$ cat src/rtl/basys3_pkg.sv
// Board-level constants and helpers shared by the Basys3 logic.
// The clock/reset generator supplies a 100 MHz domain. Blocks in that domain
// derive their cycle counts from wall-clock time through ms_to_cycles().
package basys3_pkg;

  // Frequency of the system clock, in Hz.
  localparam int CLK_100M00_HZ = 32'sd100_000_000;

  // Number of system clock cycles in one millisecond.
  localparam int CYCLES_PER_MS = CLK_100M00_HZ / 32'sd1000;

  // Converts a duration in milliseconds into a number of 100 MHz cycles.
  function automatic int ms_to_cycles(input int ms);
    return CYCLES_PER_MS * ms;
  endfunction

  // Direction of a debounced level change on one channel.
  typedef enum logic [1:0] {
    EDGE_NONE = 2'b00,
    EDGE_RISE = 2'b01,
    EDGE_FALL = 2'b10
  } edge_e;

endpackage

$ cat src/rtl/debounce_cell.sv
// One pushbutton channel.
// The raw input passes through a synchroniser chain. A counter then measures
// how long the synchronised value has disagreed with the debounced level.
// The level follows the input only after DEBOUNCE_CYCLES consecutive
// disagreeing cycles. A one-cycle press or release strobe marks each change.
module debounce_cell
  import basys3_pkg::*;
#(
  parameter int DEBOUNCE_CYCLES = 16,
  parameter int SYNC_STAGES     = 2
) (
  input  logic i_clk,
  input  logic i_rst_n,
  input  logic i_btn,
  output logic o_level,
  output logic o_press,
  output logic o_release
);

  // The counter only has to reach DEBOUNCE_CYCLES-1, because the terminal
  // count always clears it. For that reason it can never wrap.
  localparam int              CNT_W    = $clog2(DEBOUNCE_CYCLES);
  localparam logic [CNT_W-1:0] CNT_LAST = CNT_W'(DEBOUNCE_CYCLES - 32'sd1);
  localparam logic [CNT_W-1:0] CNT_ONE  = CNT_W'(32'sd1);
  localparam logic [CNT_W-1:0] CNT_ZERO = CNT_W'(32'sd0);

  logic [SYNC_STAGES-1:0] r_sync;
  logic [CNT_W-1:0]       r_cnt;
  logic                   r_level;
  logic                   r_press;
  logic                   r_release;

  logic                   w_sync;
  logic [CNT_W-1:0]       w_cnt_nxt;
  logic                   w_level_nxt;
  edge_e                  w_edge;
  logic                   w_press_nxt;
  logic                   w_release_nxt;

  assign w_sync = r_sync[SYNC_STAGES-1];

  // Shift the asynchronous button through the synchroniser chain.
  always_ff @(posedge i_clk or negedge i_rst_n) begin
    if (!i_rst_n) begin
      r_sync <= {SYNC_STAGES{1'b0}};
    end else begin
      r_sync <= {r_sync[SYNC_STAGES-2:0], i_btn};
    end
  end

  // Count cycles of disagreement and decide whether the level flips now.
  always_comb begin
    w_cnt_nxt   = r_cnt;
    w_level_nxt = r_level;
    w_edge      = EDGE_NONE;
    if (w_sync == r_level) begin
      // Any return to the current level throws away accumulated progress.
      w_cnt_nxt = CNT_ZERO;
    end else if (r_cnt == CNT_LAST) begin
      w_cnt_nxt   = CNT_ZERO;
      w_level_nxt = ~r_level;
      w_edge      = r_level ? EDGE_FALL : EDGE_RISE;
    end else begin
      w_cnt_nxt = r_cnt + CNT_ONE;
    end
  end

  // Turn the detected level change into press/release strobe requests.
  always_comb begin
    w_press_nxt   = 1'b0;
    w_release_nxt = 1'b0;
    case (w_edge)
      EDGE_RISE: begin
        w_press_nxt   = 1'b1;
        w_release_nxt = 1'b0;
      end
      EDGE_FALL: begin
        w_press_nxt   = 1'b0;
        w_release_nxt = 1'b1;
      end
      default: begin
        w_press_nxt   = 1'b0;
        w_release_nxt = 1'b0;
      end
    endcase
  end

  // Hold the disagreement counter and the debounced level.
  always_ff @(posedge i_clk or negedge i_rst_n) begin
    if (!i_rst_n) begin
      r_cnt   <= CNT_ZERO;
      r_level <= 1'b0;
    end else begin
      r_cnt   <= w_cnt_nxt;
      r_level <= w_level_nxt;
    end
  end

  // Register the one-cycle strobes. Reset clears them without emitting one.
  always_ff @(posedge i_clk or negedge i_rst_n) begin
    if (!i_rst_n) begin
      r_press   <= 1'b0;
      r_release <= 1'b0;
    end else begin
      r_press   <= w_press_nxt;
      r_release <= w_release_nxt;
    end
  end

  assign o_level   = r_level;
  assign o_press   = r_press;
  assign o_release = r_release;

endmodule

$ cat src/rtl/button_debounce.sv
// Debounces the Basys3 pushbuttons in the 100 MHz domain.
// Each button has its own independent debounce_cell. Cells share no state,
// so events on several channels produce simultaneous, independent strobes.
module button_debounce
  import basys3_pkg::*;
#(
  parameter int NUM_BTN         = 5,
  parameter int DEBOUNCE_CYCLES = ms_to_cycles(32'sd10),
  parameter int SYNC_STAGES     = 2
) (
  input  logic               clk_100m00,
  input  logic               rst_100m00_n,
  input  logic [NUM_BTN-1:0] btn_in,
  output logic [NUM_BTN-1:0] btn_level,
  output logic [NUM_BTN-1:0] btn_press,
  output logic [NUM_BTN-1:0] btn_release
);

  logic [NUM_BTN-1:0] w_level;
  logic [NUM_BTN-1:0] w_press;
  logic [NUM_BTN-1:0] w_release;

  for (genvar gi = 0; gi < NUM_BTN; gi++) begin : g_chan
    debounce_cell #(
      .DEBOUNCE_CYCLES (DEBOUNCE_CYCLES),
      .SYNC_STAGES     (SYNC_STAGES)
    ) u_cell (
      .i_clk     (clk_100m00),
      .i_rst_n   (rst_100m00_n),
      .i_btn     (btn_in[gi]),
      .o_level   (w_level[gi]),
      .o_press   (w_press[gi]),
      .o_release (w_release[gi])
    );
  end

  // Every output below comes straight from a flop inside its cell.
  assign btn_level   = w_level;
  assign btn_press   = w_press;
  assign btn_release = w_release;

endmodule

$ cat config.mk
export PLATFORM = sky130hd
export DESIGN_NAME = button_debounce
export DESIGN_NICKNAME = d
export VERILOG_FILES = /design/src/rtl/basys3_pkg.sv /design/src/rtl/debounce_cell.sv /design/src/rtl/button_debounce.sv
export SDC_FILE = /design/constraint.sdc
export NUM_CORES = 1
export LEC_CHECK = 0
export BUFFER_PORTS_ARGS = -buffer_cell sky130_fd_sc_hd__buf_2
export CAP_MARGIN = 10
export CORE_MARGIN = 1.5
export CORE_UTILIZATION = 69
export CTS_BUF_LIST = sky130_fd_sc_hd__clkbuf_2
export DETAILED_ROUTE_END_ITERATION = 7
export PLACE_DENSITY = 0.89
export SYNTH_ARGS = -nofsm -noshare
export SYNTH_HDL_FRONTEND = slang
export SYNTH_SLANG_ARGS = --single-unit
$ cat constraint.sdc
create_clock -name clk_100m00 -period 4.5 [get_ports clk_100m00]
set_clock_uncertainty 0.1 [all_clocks]
set_input_delay 0.45 -clock clk_100m00 [delete_from_list [all_inputs] [get_ports clk_100m00]]
set_output_delay 0.45 -clock clk_100m00 [all_outputs]
set_load 0.01 [all_outputs]
==> impl_metrics.json, run 1 <==
{
  "clock_sinks": 125,
  "yosysWarningCount": 0,
  "synth_cells": 582,
  "sequentialPowerShare_pct": 55.9,
  "yosysTopAreaCellShare_pct": 52.83,
  "insertion_delay_ns": 0.65,
  "grt_pass1_vias": 4262,
  "worstHoldPathCells": 0,
  "cp_max_fo": 20,
  "area_delta_synth_final_pct": 7.608,
  "overflow": 0,
  "start_util_pct": 71.70,
  "synth_ff_type": "dfrtp_1",
  "drc": 0,
  "drive_above_1_share_pct": 13.38,
  "crit_chain": "or4b_2, nor4_1, a31o_2, a21oi_1",
  "seqCellArea_mm2": 0.003128,
  "clockPowerShare_pct": 40.8,
  "cts_buffers": 17,
  "ir_worst_vdd_uv": 244.9,
  "grt_pass1_wl_um": 19280,
  "finalSetupViolations": 0,
  "fp.dieH_um": 95.63,
  "slew_headroom_pct": 48.40,
  "intPower_mw": 1.582,
  "grt_max_degree": 64,
  "drtIter0Drc": 354,
  "path_buf_inv": 0,
  "post-route-util_pct": 77.15,
  "tightestPinTransition_ns": 0.7741,
  "io_buffer_count": 21,
  "yosysTopAreaCell": "dfrtp_1",
  "synth-seq-cells": 125,
  "rows": 33,
  "core_area_mm2": 0.008258,
  "cts_tree": "yes",
  "p_leak_nw": 2.669,
  "post_synth_main_area_contributors": "dfrtp_1, xor2_1, nor2_1",
  "synth_edf_count": 0,
  "whs_ns": 0.2755,
  "ant_nets": 0,
  "dr.pass1.iters": 5,
  "setup_tns_ns": 0,
  "rsz0062_at_grt": "false",
  "min_from": "g_chan[4].u_cell.r_sync[0]",
  "cellPowerDensity_mw_per_mm2": 324.9,
  "r2r_cells": 4,
  "comb_power_share_pct": 3.4,
  "syn-num-nets": 594,
  "track_usage_pct": 27.53,
  "cts_resized": 0,
  "n_fill_cell": 540,
  "hpwl_um": 7537,
  "ys_async_sr_fraction_pct": 100.0,
  "switching_share_pct": 23.59,
  "layout_worst_path_cycle_share_pct": 52.70,
  "maxClockFrequency_ghz": 0.4217,
  "wl_per_cell_um": 15.91,
  "critPathTopFamily": "simple AND/OR/NAND/NOR gates",
  "start_kind": "flip-flop",
  "r2r_slack_ns": 2.13,
  "fin_crit_ns": 2.372,
  "r2r_end": "g_chan[1].u_cell.r_cnt[17]",
  "required_ns": 4.93,
  "final_area_mm2": 0.006371,
  "avgSynthCellArea_um2": 10.17,
  "layout_commonest_cell": "dfrtp_1",
  "cap_violations": 0,
  "slew_violations": 0,
  "ys_types": 42,
  "critical_path_class": "flip-flop to flip-flop",
  "p_switching_uw": 488.4,
  "antenna_found_initial": 0,
  "routed_via_density": 6.114,
  "place.gp.congestion": 0.8268,
  "status": "complete, no violations",
  "n_antenna_cell": 0,
  "pin_count": 22,
  "arrival_ns": 2.80,
  "h-tree-depth": 4,
  "netlist_area_mm2": 0.005921,
  "clock-root-buffer": "clkbuf_2",
  "slowest_stage": "or4b_2",
  "cp-end-kind": "flip-flop",
  "final_cell_mix": "dfrtp_1, nor2_1, nand3_1, a21oi_1, xor2_1",
  "vias": 4390,
  "die-area_mm2": 0.009145,
  "hold_viol_final": 0,
  "min_to": "g_chan[4].u_cell.r_sync[1]",
  "slowest_delay_ns": 0.69,
  "multi_input_area_mm2": 0.002531,
  "clockBufferDepth": 2,
  "die_x_um": 95.63,
  "ys_seq_area_share_pct": 52.83,
  "hold_path_class": "flip-flop to flip-flop",
  "nets": 612,
  "placed_area_mm2": 0.005996,
  "reg2reg_from": "g_chan[1].u_cell.r_cnt[8]",
  "clk_pin_slew_ns": 0.18,
  "wirelength_um": 11420
}
## what timing repair did
action	CTS	global route
hold endpoints to repair	130	0
setup buffers	0	0
hold buffers	6	0
## cell usage after synthesis (2+ instances only)
master	instances
a21oi_1	35
a31o_2	2
and2_1	5
and3_1	12
and4_1	3
buf_2	11
buf_4	15
clkbuf_1	7
dfrtp_1	125
ha_1	5
inv_1	18
mux2_2	5
nand2_1	26
nand2b_1	2
nand3_1	40
nand3_2	2
nand4_1	15
nor2_1	65
nor3_1	8
nor3b_1	11
nor4_1	7
nor4b_1	3
o21ai_0	19
o31ai_1	17
o31ai_2	2
or2_2	5
or3_1	20
or4_1	24
or4_4	2
or4b_2	2
xnor2_1	26
xor2_1	33
## power groups by stage
stage	sequential, mW	clock (mW)	combinational, mW
2_1_floorplan	1.17	0	0.0316
3_3_place_gp	1.18	0	0.0625
3_5_place_dp	1.18	0	0.0664
4_1_cts	1.16	0.855	0.0708
5_1_grt	1.16	0.904	0.0807
6_report	1.16	0.844	0.0699
## flip-flops by register name, summed over array words and instances, names as in the netlist
register and cells:
g_chan.u_cell.r_cnt 100, g_chan.u_cell.r_sync 10, g_chan.u_cell.o_level 5, g_chan.u_cell.o_press 5, g_chan.u_cell.o_release 5
## logic make-up (layout without fill, tap and decap cells)
kind of cell / count (synthesis) / after routing / synth area share, %
AO/OA/AOI/OAI: 77 / 77 / 7.671
XOR/XNOR: 59 / 59 / 8.728
AND/OR/NAND/NOR: 260 / 260 / 24.35
multiplexers: 5 / 5 / 0.9509
buffers and inverters: 51 / 82 / 4.417
flip-flops: 125 / 125 / 52.83
adder cells (fa/ha/maj): 5 / 5 / 1.057
## per-layer routing
layer,global-route usage (%),vias to the layer above,routed length (µm)
met3,6.140,24,499
met4,11.52,0,214
li1,-,2087,-
met2,45.13,128,5808
met5,0,-,0
met1,35.36,2151,4901
## stage by stage
| step | worst slack (ns) | power (mW) | cells |
|---|---|---|---|
| floorplan | 2.432 | 1.204 | 582 |
| finish | 2.128 | 2.070 | 718 |
| detailed placement | 1.999 | 1.243 | 679 |
| global placement | 2.170 | 1.238 | 679 |
| global route | 2.001 | 2.145 | 718 |
| CTS | 1.988 | 2.082 | 717 |
## worst max-delay path by stage
stage                     depth (start not counted)  slack (ns)                         end                 startpoint
after floorplan                                   6        2.43  g_chan[4].u_cell.r_cnt[18]  g_chan[4].u_cell.r_cnt[0]
after global placement                            4        2.17   g_chan[2].u_cell.r_cnt[7]  g_chan[2].u_cell.r_cnt[2]
after detailed placement                          4        2.00   g_chan[2].u_cell.r_cnt[4]  g_chan[2].u_cell.r_cnt[2]
after CTS                                         4        1.99   g_chan[2].u_cell.r_cnt[3]  g_chan[2].u_cell.r_cnt[2]
after global routing                              4        2.00  g_chan[1].u_cell.r_cnt[17]  g_chan[1].u_cell.r_cnt[6]
final                                             4        2.13  g_chan[1].u_cell.r_cnt[17]  g_chan[1].u_cell.r_cnt[8]
## cell type report
type | instances | share of cell area, %
Clock buffer | 17 | 1.335
Clock inverter | 15 | 3.437
Inverter | 18 | 1.060
Multi-Input combinational cell | 406 | 39.73
Sequential cell | 125 | 49.10
Tap cell | 105 | 2.062
Timing Repair Buffer | 32 | 3.280
(Power assumes the default switching activity.)
==> run 2: changes to the inputs <==
- ABC_AREA: not set -> 1
- CORE_UTILIZATION: 69 -> 64
- PLACE_DENSITY: 0.89 -> 0.83
- clock period: 4.5 -> 2.28 ns (I/O delays scaled with it)
==> run 2 against run 1 <==
Synthesized cell count up 40%. Routed wire length up 10%. Maximum frequency up 31%. Non-clock buffer count up 3.
==> impl_metrics.json, run 2 <==
{
  "path_common_cell": "nand3_2",
  "final_area_mm2": 0.007083,
  "antenna_found_initial": 0,
  "clock_sinks": 125,
  "ant_nets": 0,
  "yosys-top-cells-count": "nor2_1, nand2_1, dfrtp_1, nand3_1, inv_1",
  "tightestPinTransition_ns": 0.5257,
  "nets": 860,
  "setup_tns_ns": 0,
  "hold_path_class": "input port to flip-flop",
  "cts_resized": 0,
  "place.gp.congestion": 0.9181,
  "drive_above_1_share_pct": 11.73,
  "cts_buffers": 17,
  "wirelength_um": 12580,
  "ys_seq_area_share_pct": 48.03,
  "hpwl_um": 9122,
  "clock-root-buffer": "clkbuf_2",
  "regMostFlops": "g_chan.u_cell.r_cnt",
  "netlist_area_mm2": 0.006512,
  "post-route-util_pct": 72.13,
  "critical_path_class": "flip-flop to flip-flop",
  "fp.dieH_um": 103.9,
  "yosysTopAreaCellShare_pct": 48.03,
  "final_cell_mix": "nor2_1, nand2_1, dfrtp_1, nand3_1, inv_1",
  "n_antenna_cell": 0,
  "track_usage_pct": 25.65,
  "syn-num-nets": 824,
  "routed_via_density": 5.354,
  "startpoint": "g_chan[2].u_cell.r_cnt[0]",
  "die_x_um": 103.9,
  "ir_worst_vdd_uv": 672.5,
  "ys_types": 29,
  "largest_register_ffs": 100,
  "grt_pass1_vias": 5106,
  "drc": 0,
  "dr.pass1.iters": 5,
  "rsz0062_at_grt": "false",
  "finalSetupViolations": 0,
  "insertion_delay_ns": 0.67,
  "layout_worst_path_cycle_share_pct": 79.37,
  "maxClockFrequency_ghz": 0.5526,
  "required_ns": 2.74,
  "synth_cells": 812,
  "vias": 5322,
  "cellPowerDensity_mw_per_mm2": 557.0,
  "cap_violations": 0,
  "die-area_mm2": 0.01079,
  "drtIter0Drc": 224,
  "core_area_mm2": 0.009819,
  "cts_tree": "yes",
  "yosysWarningCount": 0,
  "hold_viol_final": 0,
  "status": "complete, no violations",
  "area_delta_synth_final_pct": 8.761,
  "n_fill_cell": 789,
  "fin_crit_ns": 1.810,
  "synth-seq-cells": 125,
  "grt_pass1_wl_um": 22460,
  "slew_headroom_pct": 64.82,
  "placed_area_mm2": 0.006725,
  "clk_pin_slew_ns": 0.18,
  "arrival_ns": 2.27,
  "slowest_stage": "dfrtp_1",
  "cp_max_fo": 11,
  "layout_commonest_cell": "nor2_1",
  "wl_per_cell_um": 12.65,
  "avgSynthCellArea_um2": 8.020,
  "grt_max_degree": 44,
  "p_leak_nw": 3.056,
  "ys_async_sr_fraction_pct": 100.0,
  "reg2reg_from": "g_chan[2].u_cell.r_cnt[0]",
  "rows": 36,
  "cp-end-kind": "flip-flop",
  "top_regs": "g_chan.u_cell.r_cnt (100), g_chan.u_cell.r_sync (10)",
  "pin_count": 22,
  "synth_edf_count": 0,
  "post_synth_main_area_contributors": "dfrtp_1, nor2_1, nand2_1",
  "h-tree-depth": 4,
  "start_util_pct": 66.32,
  "min_from": "btn_in[3]",
  "overflow": 0,
  "crit_chain": "ha_1, nand3_2, nor2_4, nand3_2, nand2_1, nor2_1",
  "clockBufferDepth": 2,
  "slowest_delay_ns": 0.41,
  "start_kind": "flip-flop",
  "yosysTopAreaCell": "dfrtp_1",
  "slew_violations": 0,
  "synth_ff_type": "dfrtp_1",
  "io_buffer_count": 21,
  "yosysMostFrequentCell": "nor2_1"
}
run 2: cell count changes in the layout (fill, tap and decap cells not counted), moves of 17 or more:
cell     previous run  this run
nor2_1             65       217
nand2_1            26       129
inv_1              18        71
nand3_1            40        86
or4_1              24         0
or3_1              20         0
a21oi_1            35        17
o31ai_1            17         0
run 2: worst paths after layout:
check / endpoint / slack (ns) / cells past startpoint
hold / removal: g_chan[3].u_cell.r_sync[0] / 0.1 / 2
max in group asynchronous: g_chan[1].u_cell.r_cnt[6] / 1.22 / 4
setup reg to reg: g_chan[2].u_cell.r_cnt[11] / 0.47 / 6
setup / recovery: g_chan[2].u_cell.r_cnt[11] / 0.47 / 6
min in group asynchronous: g_chan[0].u_cell.r_cnt[8] / 0.40 / 3
hold reg to reg: g_chan[0].u_cell.r_sync[1] / 0.27 / 0
run 2: power breakdown:
part	internal [mW]	switching, mW
registers	2.25	0.0241
clock network	0.718	0.782
logic	0.0595	0.113
total	3.03	0.919
run 2: through the flow:
step	hold WS (ns)	setup slack, ns	total power, mW	cells
2_1_floorplan	-0.1676	0.8552	2.386	812
3_3_place_gp	0.1938	0.6142	2.463	954
3_5_place_dp	0.2011	0.5108	2.475	954
4_1_cts	0.02584	0.4863	3.996	994
5_1_grt	0.0003433	0.3603	4.133	994
6_report	0.09704	0.4703	3.946	994
run 2: critical path, delay by kind of cell, from the launching register on:
| kind | cells | cell delay (ns) |
|---|---|---|
| simple gates | 5 | 0.96 |
| flops | 1 | 0.41 |
| fa+ha+maj | 1 | 0.23 |
run 2: cells by family after synthesis:
family                   after synthesis  synth area share [%]
flip-flops                           125                 48.03
AO/OA/AOI/OAI                         28                 2.286
AND/OR/NAND/NOR                      516                 36.02
adder cells (fa/ha/maj)                5                0.9606
buffers and inverters                 89                 6.110
XOR/XNOR                              49                 6.590
run 2: layout make-up:
cell class,count,area [µm²],share of cell area [%]
clock buffer,19,95.09,1.343
clock inverter,13,172.7,2.438
inverter,71,266.5,3.763
multi-input combinational,598,2987,42.17
sequential,125,3128,44.16
tap,133,166.4,2.349
timing repair buffer,35,267.8,3.780
run 2: routing by layer:
metal | track usage [%] | vias to the layer above | share of wire, %
li1 | - | 2643 | -
met1 | 33.90 | 2529 | 45
met2 | 41.20 | 128 | 49
met3 | 6.579 | 22 | 4.9
met4 | 9.226 | 0 | 1.5
met5 | 0 | - | 0
run 2: what timing repair did:
action | in CTS | in global routing
setup buffers | 0 | 0
setup endpoints to repair | 0 | 0
hold buffers | 8 | 0
hold endpoints to repair | 130 | 0
